--- src/rtl/mips_fetch_pkg.sv ---
// mips_fetch_pkg: shared state encoding and constants for the MIPS
// instruction-fetch front end (mips_fetch_unit and its FIFO).
package mips_fetch_pkg;

    typedef enum logic [1:0] {
        IDLE  = 2'd0,
        FETCH = 2'd1,
        FLUSH = 2'd2
    } fetch_state_e;

    localparam int          WORD_BYTES       = 4;
    localparam logic [31:0] DEFAULT_RESET_PC = 32'h0000_0000;

endpackage

--- src/rtl/mips_fetch_fifo.sv ---
// mips_fetch_fifo: small synchronous FIFO used both as the prefetch
// buffer ({pc, data}) and as the pc-tag queue for in-flight requests.
// Clear has priority over push/pop; push on a full FIFO is accepted
// when a pop happens in the same cycle.
module mips_fetch_fifo
    import mips_fetch_pkg::*;
#(
    parameter int WIDTH = 64,
    parameter int DEPTH = 4
) (
    input  logic                   clk,
    input  logic                   rst_n,
    input  logic                   i_push,
    input  logic                   i_pop,
    input  logic                   i_clear,
    input  logic [WIDTH-1:0]       i_wdata,
    output logic [WIDTH-1:0]       o_rdata,
    output logic [$clog2(DEPTH):0] o_count,
    output logic                   o_full,
    output logic                   o_empty
);

    localparam int AW = $clog2(DEPTH);
    localparam int CW = AW + 1;

    logic [WIDTH-1:0] r_mem [DEPTH];
    logic [AW-1:0]    r_wr_ptr;
    logic [AW-1:0]    r_rd_ptr;
    logic [CW-1:0]    r_count;
    logic             w_do_push;
    logic             w_do_pop;

    assign o_empty   = (r_count == '0);
    assign o_full    = (r_count == CW'(DEPTH));
    assign o_count   = r_count;
    assign o_rdata   = r_mem[r_rd_ptr];
    assign w_do_pop  = i_pop && !o_empty;
    assign w_do_push = i_push && (!o_full || w_do_pop);

    // Storage write; contents need no reset because count gates visibility.
    always_ff @(posedge clk) begin
        if (w_do_push && !i_clear) begin
            r_mem[r_wr_ptr] <= i_wdata;
        end
    end

    // Pointer and occupancy bookkeeping; pointers wrap naturally at DEPTH.
    always_ff @(posedge clk or negedge rst_n) begin
        if (!rst_n) begin
            r_wr_ptr <= '0;
            r_rd_ptr <= '0;
            r_count  <= '0;
        end else if (i_clear) begin
            r_wr_ptr <= '0;
            r_rd_ptr <= '0;
            r_count  <= '0;
        end else begin
            if (w_do_push) begin
                r_wr_ptr <= r_wr_ptr + AW'(1);
            end
            if (w_do_pop) begin
                r_rd_ptr <= r_rd_ptr + AW'(1);
            end
            if (w_do_push && !w_do_pop) begin
                r_count <= r_count + CW'(1);
            end else if (!w_do_push && w_do_pop) begin
                r_count <= r_count - CW'(1);
            end
        end
    end

endmodule

--- src/rtl/mips_fetch_unit.sv ---
// mips_fetch_unit: pipelined instruction-fetch front end. Issues word
// requests to a variable-latency instruction memory under a credit rule,
// buffers responses in a prefetch FIFO and hands them to decode over a
// valid/ready handshake. Redirects clear the buffer and drop stale
// in-flight responses.
// Optional macro IFETCH_BYPASS_EN: a response arriving while the buffer
// is empty is presented to decode in the same cycle.
module mips_fetch_unit
    import mips_fetch_pkg::*;
#(
    parameter int              XLEN     = 32,
    parameter int              DEPTH    = 4,
    parameter logic [XLEN-1:0] RESET_PC = XLEN'(DEFAULT_RESET_PC)
) (
    input  logic            clk,
    input  logic            rst_n,
    input  logic            fetch_en,
    output logic            imem_req_valid,
    input  logic            imem_req_ready,
    output logic [XLEN-1:0] imem_addr,
    input  logic            imem_rsp_valid,
    input  logic [XLEN-1:0] imem_rsp_data,
    output logic            inst_valid,
    input  logic            inst_ready,
    output logic [XLEN-1:0] inst_data,
    output logic [XLEN-1:0] inst_pc,
    input  logic            redirect_valid,
    input  logic [XLEN-1:0] redirect_pc,
    output logic            busy
);

    localparam int              CW            = $clog2(DEPTH) + 1;
    localparam logic [CW:0]     CREDIT_LIMIT  = (CW+1)'(DEPTH);
    localparam logic [XLEN-1:0] PC_STEP       = XLEN'(WORD_BYTES);
    localparam logic [XLEN-1:0] PC_ALIGN_MASK = ~XLEN'(WORD_BYTES - 1);

    fetch_state_e    r_state;
    logic [XLEN-1:0] r_fetch_pc;
    logic [CW-1:0]   r_drop_cnt;

    logic [CW-1:0]     w_inflight;
    logic [CW-1:0]     w_data_count;
    logic              w_tag_full;
    logic              w_tag_empty;
    logic              w_data_full;
    logic              w_data_empty;
    logic [XLEN-1:0]   w_tag_pc;
    logic [2*XLEN-1:0] w_head;
    logic              w_credit_ok;
    logic              w_req_fire;
    logic              w_rsp_keep;
    logic              w_bypass;
    logic              w_data_push;
    logic              w_data_pop;
    logic [CW-1:0]     w_redirect_drop;
    fetch_state_e      w_resume_state;

    // A request is only issued if a buffer slot is already reserved for it.
    assign w_credit_ok = !w_tag_full && !w_data_full &&
                         (({1'b0, w_inflight} + {1'b0, w_data_count}) < CREDIT_LIMIT);

    assign imem_req_valid = (r_state == FETCH) && fetch_en && !redirect_valid && w_credit_ok;
    assign imem_addr      = r_fetch_pc;
    assign w_req_fire     = imem_req_valid && imem_req_ready;

    assign w_rsp_keep      = imem_rsp_valid && !redirect_valid && (r_drop_cnt == '0);
    assign w_redirect_drop = w_inflight - CW'(imem_rsp_valid);
    assign w_resume_state  = fetch_en ? FETCH : IDLE;

`ifdef IFETCH_BYPASS_EN
    assign w_bypass = w_data_empty && w_rsp_keep;
`else
    assign w_bypass = 1'b0;
`endif

    assign inst_valid  = !w_data_empty || w_bypass;
    assign w_data_pop  = inst_ready && !w_data_empty;
    assign w_data_push = w_rsp_keep && !(w_bypass && inst_ready);
    assign busy        = !w_tag_empty || (r_state != IDLE);

    // Present the buffer head, or the live response when it bypasses the buffer.
    always_comb begin
        inst_data = '0;
        inst_pc   = '0;
        if (!w_data_empty) begin
            inst_pc   = w_head[2*XLEN-1:XLEN];
            inst_data = w_head[XLEN-1:0];
        end else if (w_bypass) begin
            inst_pc   = w_tag_pc;
            inst_data = imem_rsp_data;
        end
    end

    // Fetch control: PC advance, redirect handling and the IDLE/FETCH/FLUSH machine.
    always_ff @(posedge clk or negedge rst_n) begin
        if (!rst_n) begin
            r_state    <= IDLE;
            r_fetch_pc <= RESET_PC;
            r_drop_cnt <= '0;
        end else if (redirect_valid) begin
            r_fetch_pc <= redirect_pc & PC_ALIGN_MASK;
            r_drop_cnt <= w_redirect_drop;
            if (w_redirect_drop != '0) begin
                r_state <= FLUSH;
            end else begin
                r_state <= w_resume_state;
            end
        end else begin
            if (w_req_fire) begin
                r_fetch_pc <= r_fetch_pc + PC_STEP;
            end
            case (r_state)
                IDLE: begin
                    if (fetch_en) begin
                        r_state <= FETCH;
                    end
                end
                FETCH: begin
                    if (!fetch_en) begin
                        r_state <= IDLE;
                    end
                end
                FLUSH: begin
                    if (r_drop_cnt == '0) begin
                        r_state <= w_resume_state;
                    end else if (imem_rsp_valid) begin
                        r_drop_cnt <= r_drop_cnt - CW'(1);
                        if (r_drop_cnt == CW'(1)) begin
                            r_state <= w_resume_state;
                        end
                    end
                end
                default: begin
                    r_state <= IDLE;
                end
            endcase
        end
    end

    mips_fetch_fifo #(
        .WIDTH (2*XLEN),
        .DEPTH (DEPTH)
    ) u_data_fifo (
        .clk     (clk),
        .rst_n   (rst_n),
        .i_push  (w_data_push),
        .i_pop   (w_data_pop),
        .i_clear (redirect_valid),
        .i_wdata ({w_tag_pc, imem_rsp_data}),
        .o_rdata (w_head),
        .o_count (w_data_count),
        .o_full  (w_data_full),
        .o_empty (w_data_empty)
    );

    mips_fetch_fifo #(
        .WIDTH (XLEN),
        .DEPTH (DEPTH)
    ) u_tag_fifo (
        .clk     (clk),
        .rst_n   (rst_n),
        .i_push  (w_req_fire),
        .i_pop   (imem_rsp_valid),
        .i_clear (1'b0),
        .i_wdata (r_fetch_pc),
        .o_rdata (w_tag_pc),
        .o_count (w_inflight),
        .o_full  (w_tag_full),
        .o_empty (w_tag_empty)
    );

endmodule

--- config.mk ---
export PLATFORM = sky130hd
export DESIGN_NAME = mips_fetch_unit
export DESIGN_NICKNAME = d
export VERILOG_FILES = /design/src/rtl/mips_fetch_pkg.sv /design/src/rtl/mips_fetch_fifo.sv /design/src/rtl/mips_fetch_unit.sv
export SDC_FILE = /design/constraint.sdc
export NUM_CORES = 1
export LEC_CHECK = 0
export ABC_AREA = 1
export BUFFER_PORTS_ARGS = -buffer_cell sky130_fd_sc_hd__buf_2
export CAP_MARGIN = 40
export CORE_MARGIN = 10
export CORE_UTILIZATION = 23
export CTS_BUF_LIST = sky130_fd_sc_hd__clkbuf_4
export DETAILED_ROUTE_END_ITERATION = 10
export GPL_ROUTABILITY_DRIVEN = 0
export MAX_ROUTING_LAYER = met4
export SLEW_MARGIN = 20
export SYNTH_ARGS = -nofsm -noshare
export SYNTH_HDL_FRONTEND = slang
export SYNTH_HIERARCHICAL = 1
export SYNTH_SLANG_ARGS = --single-unit
export TNS_END_PERCENT = 20
--- constraint.sdc ---
create_clock -name clk -period 14 [get_ports clk]
set_input_delay 2.8 -clock clk [delete_from_list [all_inputs] [get_ports clk]]
set_output_delay 2.8 -clock clk [all_outputs]
set_load 0.01 [all_outputs]
# After elaboration in Yosys (flattened, before gate mapping)
# Memories as Yosys holds them, arrays and structs flattened.
# Index checks and enable logic that the tools add are counted.
# word_totals
register_bits	51
ramBits	384
inputBits	71
output_inout_bits	99
word_cells	109
memories	2
# classes
add_sub_neg	12
n_lt_le_gt_ge	1
n_eq_ne	10
mux	30
reduce_logical	45
# memory_table
name	depth	width	read_ports	rd_clocked_by_memory_dff	write_ports	line_no	text
u_data_fifo.r_mem	4	64	1	0	1	mips_fetch_fifo.sv:26	logic [WIDTH-1:0] r_mem [DEPTH];
u_tag_fifo.r_mem	4	32	1	0	1	mips_fetch_fifo.sv:26	
# ops
op	count
2-to-1 mux 32 bit	4
adder 32 x 3 -> 32 bit, second input constant	1
2-to-1 mux 3 bit	9
2-to-1 mux 2 bit	11
logical AND 1 bit	18
nonzero test 2 bit	7
zero test 1 bit	9
zero test 3 bit	3
subtractor 3 x 1 -> 3 bit, second input constant	3
adder 2 x 1 -> 2 bit, second input constant	4
!= test 4 bit, second input constant	2
adder 3 x 1 -> 3 bit, second input constant	2
== test 3 bit, second input constant	2
!= test 3 bit, second input constant	2
case mux 2 bit (3 select lines)	1
nonzero test 3 bit	2
2-to-1 mux 1 bit	5
adder 3 x 3 -> 4 bit	1
< comparator 4 x 3 -> 1 bit, second input constant	1
AND reduction 4 bit	1
== test 3 x 1 -> 1 bit, second input constant	1
logical OR 1 bit	3
AND reduction 3 bit	1
subtractor 3 x 1 -> 3 bit	1
4 further kinds	4

# Logic depth before layout (Yosys ltp)
# Gate-level depths: netlist (run 1).
# logic_depth
ltp_word	11
mapped_depth	17
depth_no_buf	16

# Hierarchy
# The synthesis (run 1) kept the hierarchy.
# modules_own_cells
module	n_inst	cells_per_inst	area_per_inst_um2	seq_area_each_um2
mips_fetch_fifo (u_data_fifo)	1	689	10039.6	7862.5
mips_fetch_fifo (u_tag_fifo)	1	379	5232.5	4018.9
mips_fetch_unit	1	581	3306.9	875.8

# Worst setup path after synthesis (run 1)
# No wires, ideal clock.
# synth_path
kind	input to register
from	input redirect_valid
to	memory u_data_fifo.r_mem[0][0], enable pin
setup_ps	486
t_arrival_ps	6595
required_ps	13514
slack_ps	6919
cell_stages	9
path_buffers	2
cell_sequence	buf_6 inv_1 clkbuf_1 nand2_1 nor2_1 nand2_1 nor2_2 inv_1 nor2_1
# synth_via
elab_chain_len	7
# synth_rtl
element	line_no	text
start, declared	mips_fetch_unit.sv:27	input logic redirect_valid,
zero test 1 bit	mips_fetch_unit.sv:66	assign w_rsp_keep = imem_rsp_valid && !redirect_valid && (r_drop_cnt == '0);
logical AND 1 bit (2 in series)	mips_fetch_unit.sv:66	
via w_data_push	mips_fetch_unit.sv:53	logic w_data_push;
logical AND 1 bit	mips_fetch_fifo.sv:38	assign w_do_push = i_push && (!o_full || w_do_pop);
logical AND 1 bit	mips_fetch_fifo.sv:42	if (w_do_push && !i_clear) begin
2-to-1 mux 1 bit	mips_fetch_fifo.sv:42	
2-to-1 mux 1 bit (not written as such)	mips_fetch_fifo.sv:43	r_mem[r_wr_ptr] <= i_wdata;
end, declared	mips_fetch_fifo.sv:26	
# The timed path passes the listed nets, and every way through them passes these cells.

# Final worst setup path (run 1)
# layout_path
from	input redirect_valid
to	output imem_req_valid
# layout_via
elab_chain_len	3
# layout_rtl
element	line_no	text
zero test 1 bit	mips_fetch_unit.sv:62	assign imem_req_valid = (r_state == FETCH) && fetch_en && !redirect_valid && w_credit_ok;
logical AND 1 bit (2 in series)	mips_fetch_unit.sv:62	
end, declared	mips_fetch_unit.sv:18	output logic imem_req_valid,
# Every way passes these cells.

==> results of run 1 <==
[layer usage]
| layer | routed length [um] | up-vias | global-route usage, % |
|---|---|---|---|
| li1 | - | 6220 | - |
| met1 | 22300 | 6057 | 13.1 |
| met2 | 23100 | 318 | 17.0 |
| met3 | 2580 | 71 | 2.50 |
| met4 | 886 | 0 | 3.69 |
| met5 | 0 | - | - |
[worst reg2reg max path: stages, from the launching register on]
cell,delay (ns)
dfrtp_1,0.47
inv_1,0.08
nand2_2,0.14
inv_2,0.04
buf_4,0.24
buf_12,0.24
nor2_1,0.40
nand3b_1,0.17
nand2_1,0.08
nor2_2,0.14
inv_1,0.18
nor2_4,0.52
buf_4,0.74
[worst max-delay path by stage]
stage	start	endpoint	slack, ns
finish	redirect_valid	imem_req_valid	7.34
global route	redirect_valid	imem_req_valid	7.22
CTS	u_data_fifo/r_rd_ptr[0]	inst_pc[22]	7.30
detailed placement	redirect_valid	imem_req_valid	7.31
global placement	redirect_valid	imem_req_valid	7.29
floorplan	redirect_valid	u_data_fifo/r_mem[0][0]	6.92
[final cells by class]
class | instances | area (um^2) | area share (%)
inverter | 148 | 561 | 2.55
tap | 1060 | 1330 | 6.04
antenna | 1 | 2.50 | 0.0114
clock buffer | 162 | 1220 | 5.54
multi-input combinational | 1001 | 4850 | 22.1
timing repair buffer | 189 | 1090 | 4.97
sequential | 433 | 12800 | 58.1
clock inverter | 33 | 146 | 0.667
[power groups by stage]
stage               logic (uW)  clock network, uW  registers [uW]
floorplan                  568                  0            1560
global placement           861                  0            1590
detailed placement         883                  0            1590
CTS                        885               1090            1560
global route               985               1160            1570
finish                     864               1030            1560
[sequential cells by signal, summed over array words and instances, names as in the netlist]
name	count
r_state	2
u_tag_fifo/r_wr_ptr	2
u_data_fifo/o_count	3
u_data_fifo/r_mem	256
r_drop_cnt	3
u_tag_fifo/o_count	3
imem_addr	30
u_tag_fifo/r_rd_ptr	2
u_data_fifo/r_wr_ptr	2
u_tag_fifo/r_mem	128
u_data_fifo/r_rd_ptr	2
[per-stage QoR]
| step | setup slack [ns] | total power, uW | hold slack (ns) | cell area (um^2) | std cells |
|---|---|---|---|---|---|
| after detailed placement | 7.31 | 2470 | 0.597 | 20500 | 2829 |
| after global routing | 7.22 | 3710 | 0.648 | 22000 | 3027 |
| after floorplan | 6.92 | 2120 | 0.536 | 18600 | 1664 |
| after CTS | 7.30 | 3530 | 0.616 | 21900 | 3024 |
| final | 7.34 | 3460 | 0.607 | 22000 | 3027 |
| after global placement | 7.29 | 2450 | 0.582 | 20500 | 2826 |
[synthesized netlist by cell type, drive strengths merged, types with 4 or more instances]
cell	instances	share of area [%]
a21oi	8	0.22
buf	55	2.2
clkbuf	27	0.55
dfrtp	49	6.6
edfxtp	384	62
ha	16	1.1
inv	148	3.0
nand2	219	4.5
nand3	61	1.9
nand3b	9	0.36
nor2	332	6.9
nor3	4	0.19
o21ai	210	5.7
o21bai	4	0.16
o22ai	96	3.4
xnor2	6	0.28
xor2	9	0.42
[cells by family (layout without fill, tap and decap cells)]
group / count (synthesis) / after routing / synth area share [%]
AOI/OAI and AO/OA: 323 / 323 / 9.60
xor gates and xnor gates: 15 / 15 / 0.707
adders and majority gates: 18 / 18 / 1.29
buffers and inverters: 230 / 532 / 5.74
DFF: 433 / 433 / 68.7
other: 1 / 17 / 0.0202
and+or+nand+nor: 629 / 629 / 14.0
==> flow_metrics.tcl, run 1 <==
set metrics [dict create \
    cp_top_family "buffers and inverters" \
    final.period_utilization_pct 47.6 \
    max_freq_ghz 0.150 \
    hold_depth 2 \
    crit_chain "buf_2, buf_4, nor2_4, nand3_4, nor2_4, nand2_1, inv_1, buf_2" \
    r2r-end "u_data_fifo/r_mem[3][11]" \
    fill_cells 8391 \
    holdBufCountCts 0 \
    cts.sinks 433 \
    timing.rr.start "u_data_fifo/o_count[2]" \
    p_comb_share_pct 25.0 \
    drc 0 \
    nNetsFinal 1976 \
    post_drt_wl_per_cell_um 16.1 \
    grt_setup_unrepaired "false" \
    ff2ff_setup_slack_ns 10.14 \
    seqPwrFrac_pct 45.1 \
    io_buffers 165 \
    power_switching_uw 1160 \
    clockBufferDepth 3 \
    cts_setup_buffers 0 \
    synth_edf_count 384 \
    dr.pass1.iters 5 \
    post-dp-hpwl_um 30600 \
    num_rows 104 \
    final_common_cell "edfxtp_1" \
    synth.distinct_cells 41 \
    syn_inst 1649 \
    cts_tree "yes" \
    grt_start_max_net_pins 78 \
    ir_drop_uv 60.4 \
    setup_viol 0 \
    async_flop_share_pct 11.3 \
    clk_latency_ns 0.86 \
    ioPinCount 170 \
    antenna_found_initial 1 \
    fp.coreArea_um2 80300 \
    drt_wl_total_um 48800 \
    vias 12700 \
    gr-total-overflow 0 \
    power.density_nw_per_um2 158 \
    synth_seq_area_share_pct 68.7 \
    p_leak_uw 0.00842 \
    synth_warnings 6 \
    synth_area_um2 18600 \
    intPower_uw 2300 \
    worstPathArrival_ns 3.86 \
    endpoint_kind "primary output" \
    worstSetupPathType "in -> out" \
    startpoint_type "input port" \
    cts-htree-levels 3 \
    hold_path.startpoint "r_drop_cnt[1]" \
    yosys_register_bits 433 \
    clkPwrFrac_pct 29.9 \
    slew_headroom_pct 46.1 \
    drv_slew 0 \
    avgSynthCellArea_um2 11.3 \
    drt_iter0_drc 648 \
    path_clk_slew_ns 0.06 \
    cts_buffers 114 \
    syn_to_final_growth_pct 18.2 \
    drv_cap 0 \
    viasPerCell 4.18 \
    die_width_um 304 \
    dieHeight_um 304 \
    cts-root-buf "clkbuf_4" \
    grt_pass1_wl_um 74600 \
    min_to "r_drop_cnt[1]" \
    die_area_um2 92500 \
    crit_required_ns 11.20 \
    status "completed" \
    critPathMaxFanout 42 \
    final_cell_mix "384 x edfxtp_1, 317 x nor2_1, 215 x nand2_1, 165 x buf_2, 163 x o21ai_0" \
    grt_pass1_vias 12600 \
    ctsResizeCount 0 \
    worst_clock_skew_ns 0.0652 \
    slowest_stage "buf_4" \
    min_period_ns 6.66 \
    start_util_pct 23.1 \
    grt_usage_pct 10.6 \
    slowest_delay_ns 0.25 \
    layout-drive-gt1-share_pct 20.3 \
    setup_tns_ns 0 \
    path_depth 8 \
    ys.flop_type "edfxtp_1" \
    swShare_pct 33.6 \
    fin_util_pct 27.3 \
    reg2regPathDepth 12 \
    worstMarginPinSlew_ns 0.809 \
    finalHoldViolCount 0 \
    worstPathBufferInverterCount 4 \
    postRouteAntennaNets 0 \
    hold_path.class "reg -> reg" \
]
(Power assumes the default switching activity.)
==> run 2, diff against run 1 <==
==> constraint.sdc (replaced) <==
create_clock -name clk -period 5.4 [get_ports clk]
set_input_delay 1.08 -clock clk [delete_from_list [all_inputs] [get_ports clk]]
set_output_delay 1.08 -clock clk [all_outputs]
set_load 0.01 [all_outputs]
==> run 2 against run 1 <==
Effect of this change:
- sequential power increased to 2.6 times the previous value
- hold slack got worse by 0.25 ns
- via count is 0.51% lower
- clock skew down 0.0029 ns
- worst setup slack got worse by 6.4 ns
- combinational power rose to 2.6 times the previous value
- count of clock-buffer cells in the layout decreased by 7
- die area did not move
- design area rose by 0.39%
- sequential cell count unchanged
==> flow_metrics.tcl, run 2 (synthesis gave the netlist of run 1 again) <==
set metrics [dict create \
    vias 12600 \
    power.density_nw_per_um2 408 \
    max_freq_ghz 0.225 \
    post-dp-hpwl_um 30500 \
    endpoint_kind "primary output" \
    swShare_pct 33.9 \
    worst_clock_skew_ns 0.0623 \
    ctsResizeCount 0 \
    worstPathArrival_ns 3.35 \
    grt_pass1_wl_um 74300 \
    drv_cap 0 \
    clkPwrFrac_pct 30.5 \
    intPower_uw 5940 \
    die_area_um2 92500 \
    fp.coreArea_um2 80300 \
    ff2ff_setup_slack_ns 2.03 \
    status "completed" \
    viasPerCell 4.16 \
    place_area_um2 20600 \
    layout-drive-gt1-share_pct 20.6 \
    fill_cells 8368 \
    p_comb_share_pct 24.6 \
    drv_slew 0 \
    holdBufCountCts 0 \
    setup_viol 0 \
    grt_start_max_net_pins 72 \
    worstSetupPathType "reg -> out" \
    grt_setup_unrepaired "false" \
    ir_drop_uv 190 \
    final_cell_mix "384 x edfxtp_1, 317 x nor2_1, 215 x nand2_1, 165 x buf_2, 163 x o21ai_0" \
    grt_usage_pct 10.6 \
    nNetsFinal 1976 \
    hold_path.class "in -> async" \
    finalHoldViolCount 0 \
    fin_area_um2 22000 \
    worstMarginPinSlew_ns 0.817 \
    post_drt_wl_per_cell_um 16.1 \
    num_rows 104 \
    postRouteAntennaNets 0 \
    clk_latency_ns 0.90 \
    setup_tns_ns 0 \
    final_common_cell "edfxtp_1" \
    syn_to_final_growth_pct 18.6 \
    start_util_pct 23.1 \
    multi_input_area_um2 4850 \
    cts-htree-levels 3 \
    startpoint_type "flop" \
    drt_wl_total_um 48800 \
    die_width_um 304 \
    min_period_ns 4.43 \
    power_switching_uw 3050 \
    largest-register "u_data_fifo/r_mem" \
    drt_iter0_drc 686 \
    cts_setup_buffers 0 \
    antenna_found_initial 3 \
    seqPwrFrac_pct 44.9 \
    p_leak_uw 0.00845 \
    drc 0 \
    clockBufferDepth 3 \
    path_clk_slew_ns 0.07 \
    cts.sinks 433 \
    critPathMaxFanout 52 \
    cts_tree "yes" \
    io_buffers 165 \
    final.period_utilization_pct 82.1 \
    dr.pass1.iters 5 \
    cts_buffers 112 \
    slew_headroom_pct 45.6 \
    grt_pass1_vias 12400 \
    crit_required_ns 4.32 \
    gr-total-overflow 0 \
    largest_reg_flops 256 \
    dieHeight_um 304 \
    ioPinCount 170 \
    cts-root-buf "clkbuf_4" \
    ff_latch_area_um2 12800 \
]
==> run 2: cell count changes in the layout (fill, tap and decap cells not counted) <==
| cell | previous run | this run |
|---|---|---|
| buf_12 | 2 | 7 |
| diode_2 | 1 | 2 |
| buf_16 | 3 | 2 |
| inv_6 | 2 | 0 |
| clkbuf_4 | 162 | 155 |
| clkinv_8 | 0 | 1 |
| clkinvlp_4 | 2 | 4 |
| clkinv_2 | 4 | 10 |
| bufinv_16 | 0 | 1 |
| inv_8 | 0 | 2 |
| clkinv_1 | 25 | 20 |
| buf_4 | 19 | 17 |
==> run 2: cell type report <==
class	count	area share, %
diodes	2	0.0227
clock buffers	155	5.28
clock inverters	38	1.02
inverters	148	2.54
multi-input cells	1001	22.0
flip-flops and latches	433	57.9
well taps	1060	6.02
repair buffers	191	5.21
==> run 2: worst paths after layout <==
kind	to	depth (start not counted)	from
max	inst_pc[15]	7	u_data_fifo/r_rd_ptr[0]
min	imem_addr[27]	2	rst_n
max reg2reg	u_tag_fifo/r_mem[1][6]	11	u_tag_fifo/o_count[2]
min reg2reg	r_drop_cnt[1]	2	r_drop_cnt[1]
max in group asynchronous	u_data_fifo/r_rd_ptr[0]	2	rst_n
min in group clk	u_data_fifo/r_mem[0][15]	1	imem_rsp_data[15]
==> run 2: stage by stage <==
step	worst slack (ns)	hold slack, ns	cells	utilization (%)	total power, uW
3_5_place_dp	1.58	0.583	2833	25.7	6390
3_3_place_gp	1.55	0.585	2829	25.6	6350
2_1_floorplan	0.0390	0.536	1664	-	5510
6_report	0.965	0.359	3028	27.5	8990
5_1_grt	0.679	0.299	3028	27.5	9610
4_1_cts	0.901	0.282	3026	27.4	9180
==> run 2: power by group through the flow <==
stage               logic [uW]  clock network (uW)  registers (uW)
floorplan                 1470                   0            4040
global placement          2240                   0            4110
detailed placement        2280                   0            4110
CTS                       2290                2850            4040
global route              2520                3030            4060
finish                    2210                2740            4040
==> run 2: worst max-delay path, cell delays in order, from the launching register on <==
cell and delay [ns]:
dfrtp_4 0.68, buf_4 0.49, buf_12 0.29, o21ai_0 0.16
o22ai_2 0.20, inv_1 0.05, nor2_1 0.34, buf_2 0.22
==> run 2: layer usage <==
| layer | vias to the layer above | global-route usage (%) | part of all wire (%) |
|---|---|---|---|
| li1 | 6231 | - | - |
| met1 | 5960 | 13.2 | 46 |
| met2 | 329 | 16.8 | 48 |
| met3 | 82 | 2.52 | 5.1 |
| met4 | 0 | 2.96 | 1.8 |
| met5 | - | - | 0 |
